**config.mk**
```make
export PLATFORM = sky130hd
export DESIGN_NAME = snd_cmd_mailbox
export DESIGN_NICKNAME = d
export VERILOG_FILES = /design/src/rtl/snd_cmd_mailbox.sv
export SDC_FILE = /design/constraint.sdc
export NUM_CORES = 1
export LEC_CHECK = 0
export ABC_AREA = 1
export CELL_PAD_IN_SITES_DETAIL_PLACEMENT = 2
export CELL_PAD_IN_SITES_GLOBAL_PLACEMENT = 2
export CORE_MARGIN = 5
export CORE_UTILIZATION = 34
export DETAILED_ROUTE_END_ITERATION = 10
export PLACE_DENSITY_LB_ADDON = 0.15
export SYNTH_ARGS = -nofsm -noshare
export SYNTH_HDL_FRONTEND = slang
export SYNTH_SLANG_ARGS = --single-unit
```
**constraint.sdc**
```tcl
create_clock -name CLK_32M -period 2.75 [get_ports CLK_32M]
set_clock_uncertainty 0.15 [all_clocks]
set_input_delay 0.55 -clock CLK_32M [delete_from_list [all_inputs] [get_ports CLK_32M]]
set_output_delay 0.55 -clock CLK_32M [all_outputs]
set_load 0.02 [all_outputs]
```
**src/rtl/snd_cmd_mailbox.sv**
```systemverilog
// Host-to-sound-Z80 command mailbox: NUM_CH byte FIFOs popped through Z80 IO ports,
// with INT (IM0 vector merged with the YM2151 IRQ) and NMI raised from per-channel non-empty status.
module snd_cmd_mailbox #(
  parameter int                NUM_CH     = 2,
  parameter int                DEPTH_LOG2 = 2,
  parameter logic [7:0]        IO_BASE    = 8'h02,
  parameter logic [NUM_CH-1:0] NMI_MASK   = 2'b10,
  parameter logic [NUM_CH-1:0] POP_ON_RD  = 2'b10,
  localparam int               CHW        = (NUM_CH > 1) ? $clog2(NUM_CH) : 1
) (
  input  logic              CLK_32M,
  input  logic              reset,
  input  logic              pause,
  input  logic              host_wr,
  input  logic [CHW-1:0]    host_ch,
  input  logic [7:0]        host_data,
  output logic [NUM_CH-1:0] host_full,
  output logic [NUM_CH-1:0] ovf,
  input  logic [7:0]        z80_addr,
  input  logic [7:0]        z80_dout,
  input  logic              z80_iorq_n,
  input  logic              z80_rd_n,
  input  logic              z80_wr_n,
  input  logic              z80_m1_n,
  input  logic              ext_irq_n,
  output logic [7:0]        z80_din,
  output logic              z80_din_vld,
  output logic              int_n,
  output logic              nmi_n
);

  localparam int DEPTH = 1 << DEPTH_LOG2;
  localparam int PW    = (DEPTH_LOG2 > 0) ? DEPTH_LOG2 : 1;
  localparam int MEMD  = 1 << PW;
  localparam int CW    = DEPTH_LOG2 + 1;
  localparam logic [PW-1:0] PTR_MASK = PW'(DEPTH - 1);

  // A depth-1 build still uses a 1-bit pointer; the mask pins it to slot 0.
  logic [7:0]        mem_q      [NUM_CH][MEMD];
  logic [7:0]        mem_d      [NUM_CH][MEMD];
  logic [PW-1:0]     wr_ptr_q   [NUM_CH];
  logic [PW-1:0]     wr_ptr_d   [NUM_CH];
  logic [PW-1:0]     rd_ptr_q   [NUM_CH];
  logic [PW-1:0]     rd_ptr_d   [NUM_CH];
  logic [CW-1:0]     count_q    [NUM_CH];
  logic [CW-1:0]     count_d    [NUM_CH];
  logic [7:0]        last_pop_q [NUM_CH];
  logic [7:0]        last_pop_d [NUM_CH];
  logic [NUM_CH-1:0] ovf_q, ovf_d;
  logic              iorq_old_q, iorq_old_d;
  logic              int_n_q, int_n_d;
  logic              nmi_n_q, nmi_n_d;

  logic [NUM_CH-1:0] nonempty;
  logic [NUM_CH-1:0] full;
  logic [NUM_CH-1:0] data_hit;
  logic [NUM_CH-1:0] stat_hit;
  logic [NUM_CH-1:0] push;
  logic [NUM_CH-1:0] pop_req;
  logic [NUM_CH-1:0] clr_ovf;
  logic              io_fall;
  logic              int_pend;
  logic              dout_unused;

  // Write data content is irrelevant; only the write strobe matters for decode.
  assign dout_unused = ^z80_dout;

  // One pop/clear event per IO access: the IORQ falling edge, outside INTA, frozen by pause.
  assign io_fall = iorq_old_q & ~z80_iorq_n & z80_m1_n & ~pause;

  always_comb begin
    for (int c = 0; c < NUM_CH; c++) begin
      nonempty[c] = (count_q[c] != '0);
      full[c]     = (count_q[c] == CW'(DEPTH));
      data_hit[c] = (z80_addr == 8'(IO_BASE + 8'(2 * c)));
      stat_hit[c] = (z80_addr == 8'(IO_BASE + 8'(2 * c + 1)));
      push[c]     = host_wr & (host_ch == CHW'(c));
      pop_req[c]  = io_fall & (POP_ON_RD[c] ? (~z80_rd_n & data_hit[c])
                                            : (~z80_wr_n & stat_hit[c]));
      clr_ovf[c]  = io_fall & ~z80_rd_n & stat_hit[c];
    end
  end

  assign int_pend = |(nonempty & ~NMI_MASK);

  always_comb begin
    logic do_pop;
    logic push_ok;
    logic overwrite;
    mem_d      = mem_q;
    wr_ptr_d   = wr_ptr_q;
    rd_ptr_d   = rd_ptr_q;
    count_d    = count_q;
    last_pop_d = last_pop_q;
    ovf_d      = ovf_q;
    do_pop     = 1'b0;
    push_ok    = 1'b0;
    overwrite  = 1'b0;
    for (int c = 0; c < NUM_CH; c++) begin
      do_pop    = pop_req[c] & nonempty[c];
      // A pop in the same cycle frees the head slot, so a push into a full FIFO is a normal push.
      push_ok   = push[c] & (~full[c] | do_pop);
      overwrite = push[c] & full[c] & ~do_pop;
      if (do_pop) begin
        last_pop_d[c] = mem_q[c][rd_ptr_q[c]];
        rd_ptr_d[c]   = (rd_ptr_q[c] + PW'(1)) & PTR_MASK;
      end
      if (push_ok) begin
        mem_d[c][wr_ptr_q[c]] = host_data;
        wr_ptr_d[c]           = (wr_ptr_q[c] + PW'(1)) & PTR_MASK;
      end else if (overwrite) begin
        mem_d[c][(wr_ptr_q[c] - PW'(1)) & PTR_MASK] = host_data;
      end
      if (push_ok && !do_pop) begin
        count_d[c] = count_q[c] + CW'(1);
      end else if (do_pop && !push_ok) begin
        count_d[c] = count_q[c] - CW'(1);
      end
      if (clr_ovf[c]) begin
        ovf_d[c] = 1'b0;
      end
      if (overwrite) begin
        ovf_d[c] = 1'b1;
      end
    end
    iorq_old_d = pause ? iorq_old_q : z80_iorq_n;
    int_n_d    = ~(int_pend | ~ext_irq_n);
    nmi_n_d    = ~|(nonempty & NMI_MASK);
  end

  always_ff @(posedge CLK_32M) begin
    if (reset) begin
      for (int c = 0; c < NUM_CH; c++) begin
        wr_ptr_q[c]   <= '0;
        rd_ptr_q[c]   <= '0;
        count_q[c]    <= '0;
        last_pop_q[c] <= 8'hFF;
      end
      ovf_q      <= '0;
      iorq_old_q <= 1'b1;
      int_n_q    <= 1'b1;
      nmi_n_q    <= 1'b1;
    end else begin
      wr_ptr_q   <= wr_ptr_d;
      rd_ptr_q   <= rd_ptr_d;
      count_q    <= count_d;
      last_pop_q <= last_pop_d;
      ovf_q      <= ovf_d;
      iorq_old_q <= iorq_old_d;
      int_n_q    <= int_n_d;
      nmi_n_q    <= nmi_n_d;
    end
  end

  // Storage needs no reset: an empty FIFO never exposes its entries.
  always_ff @(posedge CLK_32M) begin
    if (!reset) begin
      mem_q <= mem_d;
    end
  end

  always_comb begin
    z80_din     = 8'hFF;
    z80_din_vld = 1'b0;
    if (!z80_m1_n && !z80_iorq_n) begin
      z80_din     = {2'b11, ~int_pend, ext_irq_n, 4'b1111};
      z80_din_vld = 1'b1;
    end else if (!z80_iorq_n && !z80_rd_n) begin
      for (int c = 0; c < NUM_CH; c++) begin
        if (data_hit[c]) begin
          z80_din     = nonempty[c] ? mem_q[c][rd_ptr_q[c]] : last_pop_q[c];
          z80_din_vld = 1'b1;
        end else if (stat_hit[c]) begin
          z80_din     = {ovf_q[c], full[c], ~nonempty[c], 5'(count_q[c])};
          z80_din_vld = 1'b1;
        end
      end
    end
  end

  assign host_full = full;
  assign ovf       = ovf_q;
  assign int_n     = int_n_q;
  assign nmi_n     = nmi_n_q;

endmodule

```
==> results.md, run 1 <==
* Final GP Congestion at 0.801
* Setup crit start kind: primary input
* Routed WL per cell at 17.7 µm
* ANT cells at 0
* Sw frac at 26.4%
* Net switching power at between 900 and 1000 µW
* Clock tree buffer depth at 2
* Warnings from Yosys at 0
* Die height at 133 µm
* Power Internal at between 2000 and 3000 µW
* Maximum VDD drop at 0.371 mV
* Core region area at ~15000 µm²
* Ports at 49
* Reg2reg path depth at 11
* Main synth FF type: edfxtp_1
* DP HPWL at 12200 µm
* Initial DRC Count at 224
* Area post-placement at 6090 µm²
* Min-Delay Startpoint: last_pop_q[4]
* GRT Total Usage at about a fifth
* Final Critical Period at between 2 and 3 ns
* Yosys cell types at 27
* Row cnt at 44
* Final wirelength at ~16000 µm
* Pre-CTS setup slack at -0.653 ns
* Synthesized area at 5110 µm²
* Final hold vios at 0
* Critical path fanouts, max at 3
* CTS sink cnt at 99
* Syn_nets at 674
* Via Count at approximately 4500
* Syn Area/Cell at 8.19 µm²
* WP data arrival at roughly 2.8 ns
* Root Driver: clkbuf_16
* H-tree Lvls at 3
* Worst Tran Pin Value at 0.377 ns
* Post-layout util at between 40 and 50%
* Via density at slightly below 5
* P per Cell Area at 525 nW/µm²
* Area share of the largest cell type after synthesis at 37.6%
* 1st-pass router iterations at 4
* FF-to-FF setup slack at approximately 0.41 ns
* FF-to-FF End: count_q[1]
* Initial Util at 34.9%
* Syn-to-layout area delta at 27.6%
* Sequential share of the synthesized area at between 50% and 60%
* Static leakage at between 0.002 and 0.003 µW
* Pin count of the biggest net entering global routing at 21
* PortBufs at 40
* # DRC at 0
* Post-synth EDFFs at 64
* Hold Path Depth at 2
* CTS Buf Count at 9
* Hold EP: last_pop_q[4]
* Yosys reg bits at 99
* Design area at 6520 µm²
* Share of layout cells above drive strength 1 at between 20% and 30%
* Fill cell count at between 1500 and 2000
* Die X-Extent at 133 µm
* Cell taking the most area after synthesis: edfxtp_1
* Die footprint at ~18000 µm²
* Clock latency at the later pin of the worst-skew pair at between 0.3 and 0.4 ns
* Clk pwr share at about 38%
* Hold_ws at 0.339 ns
* Count of final setup violators at 0
* Setup CP Type: in2reg
* Global-route wire length before repair at 26200 µm
* Async S/R FF share, synth at 0%
* Synth top area cells: edfxtp_1, dfxtp_1, nand2_1
* Max Clk Rate at roughly 370 MHz
* Min-Delay Path Class: reg2reg
* Synthesized instance count at 624
* Status: completed
* Worst setup EP type: register
* GRT overflow at 0
* Sequential share of power at 48.1%
* Worst R2R Start: count_q[2]
* Clock tree from TritonCTS: done
* Final #Nets at 763
* Antenna-violating nets left at 0
* Data required time of the worst path at ~2.8 ns
* Synth cell count leaders: nand2_1, nor2_1, edfxtp_1, inv_1, nand3_1
* Worst slew margin at about three quarters
* Initial antenna violation count at 0
* Top-count cell post-synth: nand2_1
* Max-cap viol count at 0
* Clock slew at reported path FFs at approximately 0.07 ns
* Combinational group share of total power at 13.9%
* Final Worst Setup Slack at 0.0817 ns
* Vias in the first global route at 4959
* Final Max Slew Viols at 0
* Tcrit/Tclk final at 97.0%
==> worst max path at each step <==
| stage | start | end | slack [ns] | depth (start not counted) |
|---|---|---|---|---|
| after floorplan | z80_addr[7] | count_q[5] | 0.17 | 14 |
| after global placement | z80_addr[2] | z80_din[0] | -0.59 | 11 |
| after detailed placement | z80_addr[2] | z80_din[0] | -0.65 | 11 |
| after CTS | z80_addr[4] | z80_din[4] | -0.04 | 11 |
| after global routing | z80_addr[0] | z80_din[5] | -0.02 | 11 |
| final | z80_addr[2] | count_q[5] | 0.08 | 16 |
==> layer usage <==
metal	global-route usage, %	vias to the layer above	routed length [µm]	part of all wire, %
li1	-	2196	-	-
met1	23.1	2171	7110	45
met2	32.5	66	8030	50
met3	4.02	18	500	3.1
met4	5.54	0	290	1.8
met5	0	-	0	0
==> power groups by stage <==
stage / Clock, µW / Combinational [µW] / Sequential [µW]
2_1_floorplan: 0 / 245 / 1680
3_3_place_gp: 0 / 441 / 1680
3_5_place_dp: 0 / 468 / 1680
4_1_cts: 1340 / 478 / 1650
5_1_grt: 1410 / 530 / 1650
6_report: 1300 / 478 / 1650
==> cell type report <==
cell class	instances	area (µm²)	share of cell area (%)
Sequential cell	99	2620	40.2
Multi-Input combinational cell	451	2320	35.6
Timing Repair Buffer	97	840	12.9
Tap cell	184	230	3.53
Clock buffer	9	225	3.45
Inverter	55	209	3.20
Clock inverter	7	73.8	1.13
==> worst max-delay path, cell delays in order <==
cell           delay, ns
dlygate4sd2_1       0.27
nor2_2              0.16
nand2_1             0.13
nor2_4              0.17
buf_4               0.15
nand3_2             0.08
nand2_2             0.12
nand2_4             0.06
inv_2               0.07
ha_1                0.14
inv_1               0.07
fa_2                0.34
a21oi_1             0.14
o21ai_1             0.10
o21ai_1             0.13
a21oi_1             0.06
==> what timing repair did <==
item,CTS,global route
setup endpoints to repair,11,12
setup buffers,0,4
hold endpoints to repair,0,0
hold buffers,0,0
pin swaps,9,14
resized for setup,78,24
gates cloned,0,0
==> cells in the final DEF (no fill, tap or decap), types with 4 or more instances in the layout <==
cell type / instances
nor2_2: 6
buf_4: 55
inv_2: 7
a21oi_2: 4
clkdlybuf4s50_1: 22
dlymetal6s2s_1: 5
nand2_2: 16
nand2_4: 8
ha_1: 13
inv_1: 44
dfxtp_1: 35
clkbuf_16: 9
o211ai_1: 23
o21ai_0: 12
nor2_1: 119
a21oi_1: 18
clkinv_1: 5
edfxtp_1: 64
nor2_4: 8
nand3_1: 42
nand2_1: 163
buf_2: 6
==> kinds of logic after synthesis <==
logic type               after synthesis  synth area share [%]
buffers and inverters                 74                  5.90
adder cells (fa/ha/maj)               16                  4.21
AND/OR/NAND/NOR                      369                  30.3
flip-flops                            99                  51.3
AO/OA/AOI/OAI                         66                  8.32
==> state kept, by name (all words and copies together) (netlist names) <==
| register | cells |
|---|---|
| iorq_old_q | 1 |
| count_q | 6 |
| rd_ptr_q | 4 |
| nmi_n | 1 |
| ovf | 2 |
| last_pop_q | 16 |
| wr_ptr_q | 4 |
| int_n | 1 |
| mem_q | 64 |
==> metrics by stage <==
stage,std cells,total power (µW),setup TNS [ns]
after floorplan,624,1930,0
after global placement,883,2120,-8.01
after detailed placement,883,2150,-15.80
after CTS,898,3470,-0.0383
after global routing,902,3590,-0.0266
final,902,3430,0
Note: power is estimated with default switching activity, not from simulation.
==> run 2, diff against run 1 <==
Settings changed: CORE_ASPECT_RATIO from default to 0.6, CORE_MARGIN 5 to 4, MAX_ROUTING_LAYER from default to met4.
==> run 2 against run 1 <==
Against the previous run: sequential power about the same; total power up 1.2%; clock power about the same; critical path depth down 5; worst hold slack worse by 0.0081 ns; register-to-register slack worse by 0.18 ns; routed wire length up 16%; final area up 2.0%; largest power group unchanged; highest routed layer unchanged; via count up 3.9%; cell count up 2.4%; utilization up 1.1 points.
==> results.md, run 2 (synthesized netlist as in run 1, its figures left out) <==
* Status: completed
* Worst slew margin at 71.3%
* Data required time of the worst path at 2.05 ns
* Routed WL per cell at 20.0 µm
* Initial DRC Count at 296
* Final GP Congestion at 0.801
* Root Driver: clkbuf_16
* Vias in the first global route at 5049
* Critical path fanouts, max at 6
* Commonest non-fill, non-tap cell in the layout: nand2_1
* Die footprint at 17100 µm²
* Final Critical Period at 2.70 ns
* Largest Register: mem_q
* PortBufs at 40
* # hold bufs at CTS at 0
* Count of final setup violators at 0
* Final #Nets at around 770
* Antenna-violating nets left at 0
* DP HPWL at 13500 µm
* Die height at 103 µm
* Via Count at 4625
* H-tree Lvls at 3
* Syn-to-layout area delta at 30.1%
* Clock tree buffer depth at 2
* Worst setup EP type: output port
* Largest regs: mem_q: 64 flops, last_pop_q: 16 flops, count_q: 6 flops
* Initial antenna violation count at 0
* # DRC at 0
* Unrepaired setup endpoints after global routing: true
* Final hold vios at 0
* Setup CP Type: in2out
* Min-Delay Path Class: reg2reg
* Clock tree from TritonCTS: done
* Max Clk Rate at 370 MHz
* Setup Total Neg Slack at 0 ns
* P per Cell Area at approximately 520 nW/µm²
* Number of flip-flops in the largest register at 64
* Ports at 49
* GRT overflow at 0
* Setup crit start kind: primary input
* Tcrit/Tclk final at 98.3%
* Share of layout cells above drive strength 1 at 22.9%
* Max-cap viol count at 0
* ANT cells at 0
* 1st-pass router iterations at 4
* Core region area at roughly 15000 µm²
* Clock slew at reported path FFs at 0.08 ns
* Commonest cells after routing, fill and taps aside: nand2_1, nor2_1, edfxtp_1
* Static leakage at 0.00292 µW
* Clock latency at the later pin of the worst-skew pair at 0.36 ns
* Via density at 5.01
* Die X-Extent at 166 µm
* WP data arrival at 2.00 ns
* CTS Buf Count at 9
* Final Max Slew Viols at 0
* Total Power at around 3500 µW
* Maximum VDD drop at 0.324 mV
* Global-route wire length before repair at 28300 µm
* Pin count of the biggest net entering global routing at 23
* Worst Tran Pin Value at 0.429 ns
* Final wirelength at 18500 µm
* Initial Util at 35.0%
* GRT Total Usage at around 22%
* CTS sink cnt at slightly below 100
* Row cnt at 34
==> run 2: cell types whose count changed in the layout (fill, tap and decap cells not counted), sizes merged <==
cell           before  now
clkbuf             10    9
buf                66   74
bufinv              1    0
clkinvlp            1    0
inv                55   57
clkdlybuf4s50      22   21
dlygate4sd2         3    4
dlymetal6s2s        5    6
==> run 2: routing by layer <==
metal	track usage, %	share of wire, %	routed length, µm
met5	-	0	0
met3	4.21	4.2	783
met1	28.9	48	8890
met4	4.71	0.83	154
met2	36.2	47	8640
==> run 2: power breakdown <==
part	switching, µW	internal [µW]	leakage, µW
Clock	646	647	0.000149
Sequential	27.1	1630	0.000880
Combinational	322	197	0.00189
Total	995	2470	0.00292
==> run 2: final timing paths <==
kind / startpoint / endpoint / slack, ns / cells after the start
max: z80_addr[3] / z80_din_vld / 0.05 / 11
min: last_pop_q[1] / last_pop_q[1] / 0.33 / 2
max reg2reg: count_q[5] / count_q[5] / 0.23 / 11
min reg2reg: last_pop_q[1] / last_pop_q[1] / 0.33 / 2
==> run 2: cell type report <==
class / instances / area [µm²]
clock inverters: 7 / 72.6
clock buffers: 9 / 225
fillers: 1644 / 7940
multi-input cells: 451 / 2360
repair buffers: 105 / 905
flip-flops and latches: 99 / 2620
well taps: 198 / 248
inverters: 55 / 216
==> run 2: repair_timing <==
action | CTS | global route
resized for setup | 67 | 56
buffers inserted | 3 | 4
pin swaps | 9 | 20
endpoints found under the setup margin | 12 | 14
==> run 2: critical path: stages <==
cell	delay (ns)
dlygate4sd2_1	0.27
nor2_2	0.18
nand3_1	0.15
nor2_4	0.15
nor2_1	0.05
buf_4	0.16
nand2_2	0.09
buf_4	0.11
nand2_1	0.06
nand2_1	0.08
buf_4	0.14
==> run 2: through the flow <==
step | cell area (µm²) | cells | utilization (%) | setup WS [ns] | hold slack [ns]
floorplan | 5110 | 624 | - | 0.166 | 0.297
global placement | 6110 | 901 | 41.9 | -0.568 | 0.310
detailed placement | 6110 | 901 | 41.9 | -0.657 | 0.318
CTS | 6440 | 920 | 44.1 | -0.0292 | 0.337
global route | 6650 | 924 | 45.6 | -0.0966 | 0.355
finish | 6650 | 924 | 45.6 | 0.0455 | 0.331
==> run 3, diff against run 2 <==
Settings changed: CAP_MARGIN from default to 0.
==> results of run 3 <==
Same layout as run 2: the final DEF is identical, and so are final timing and power.
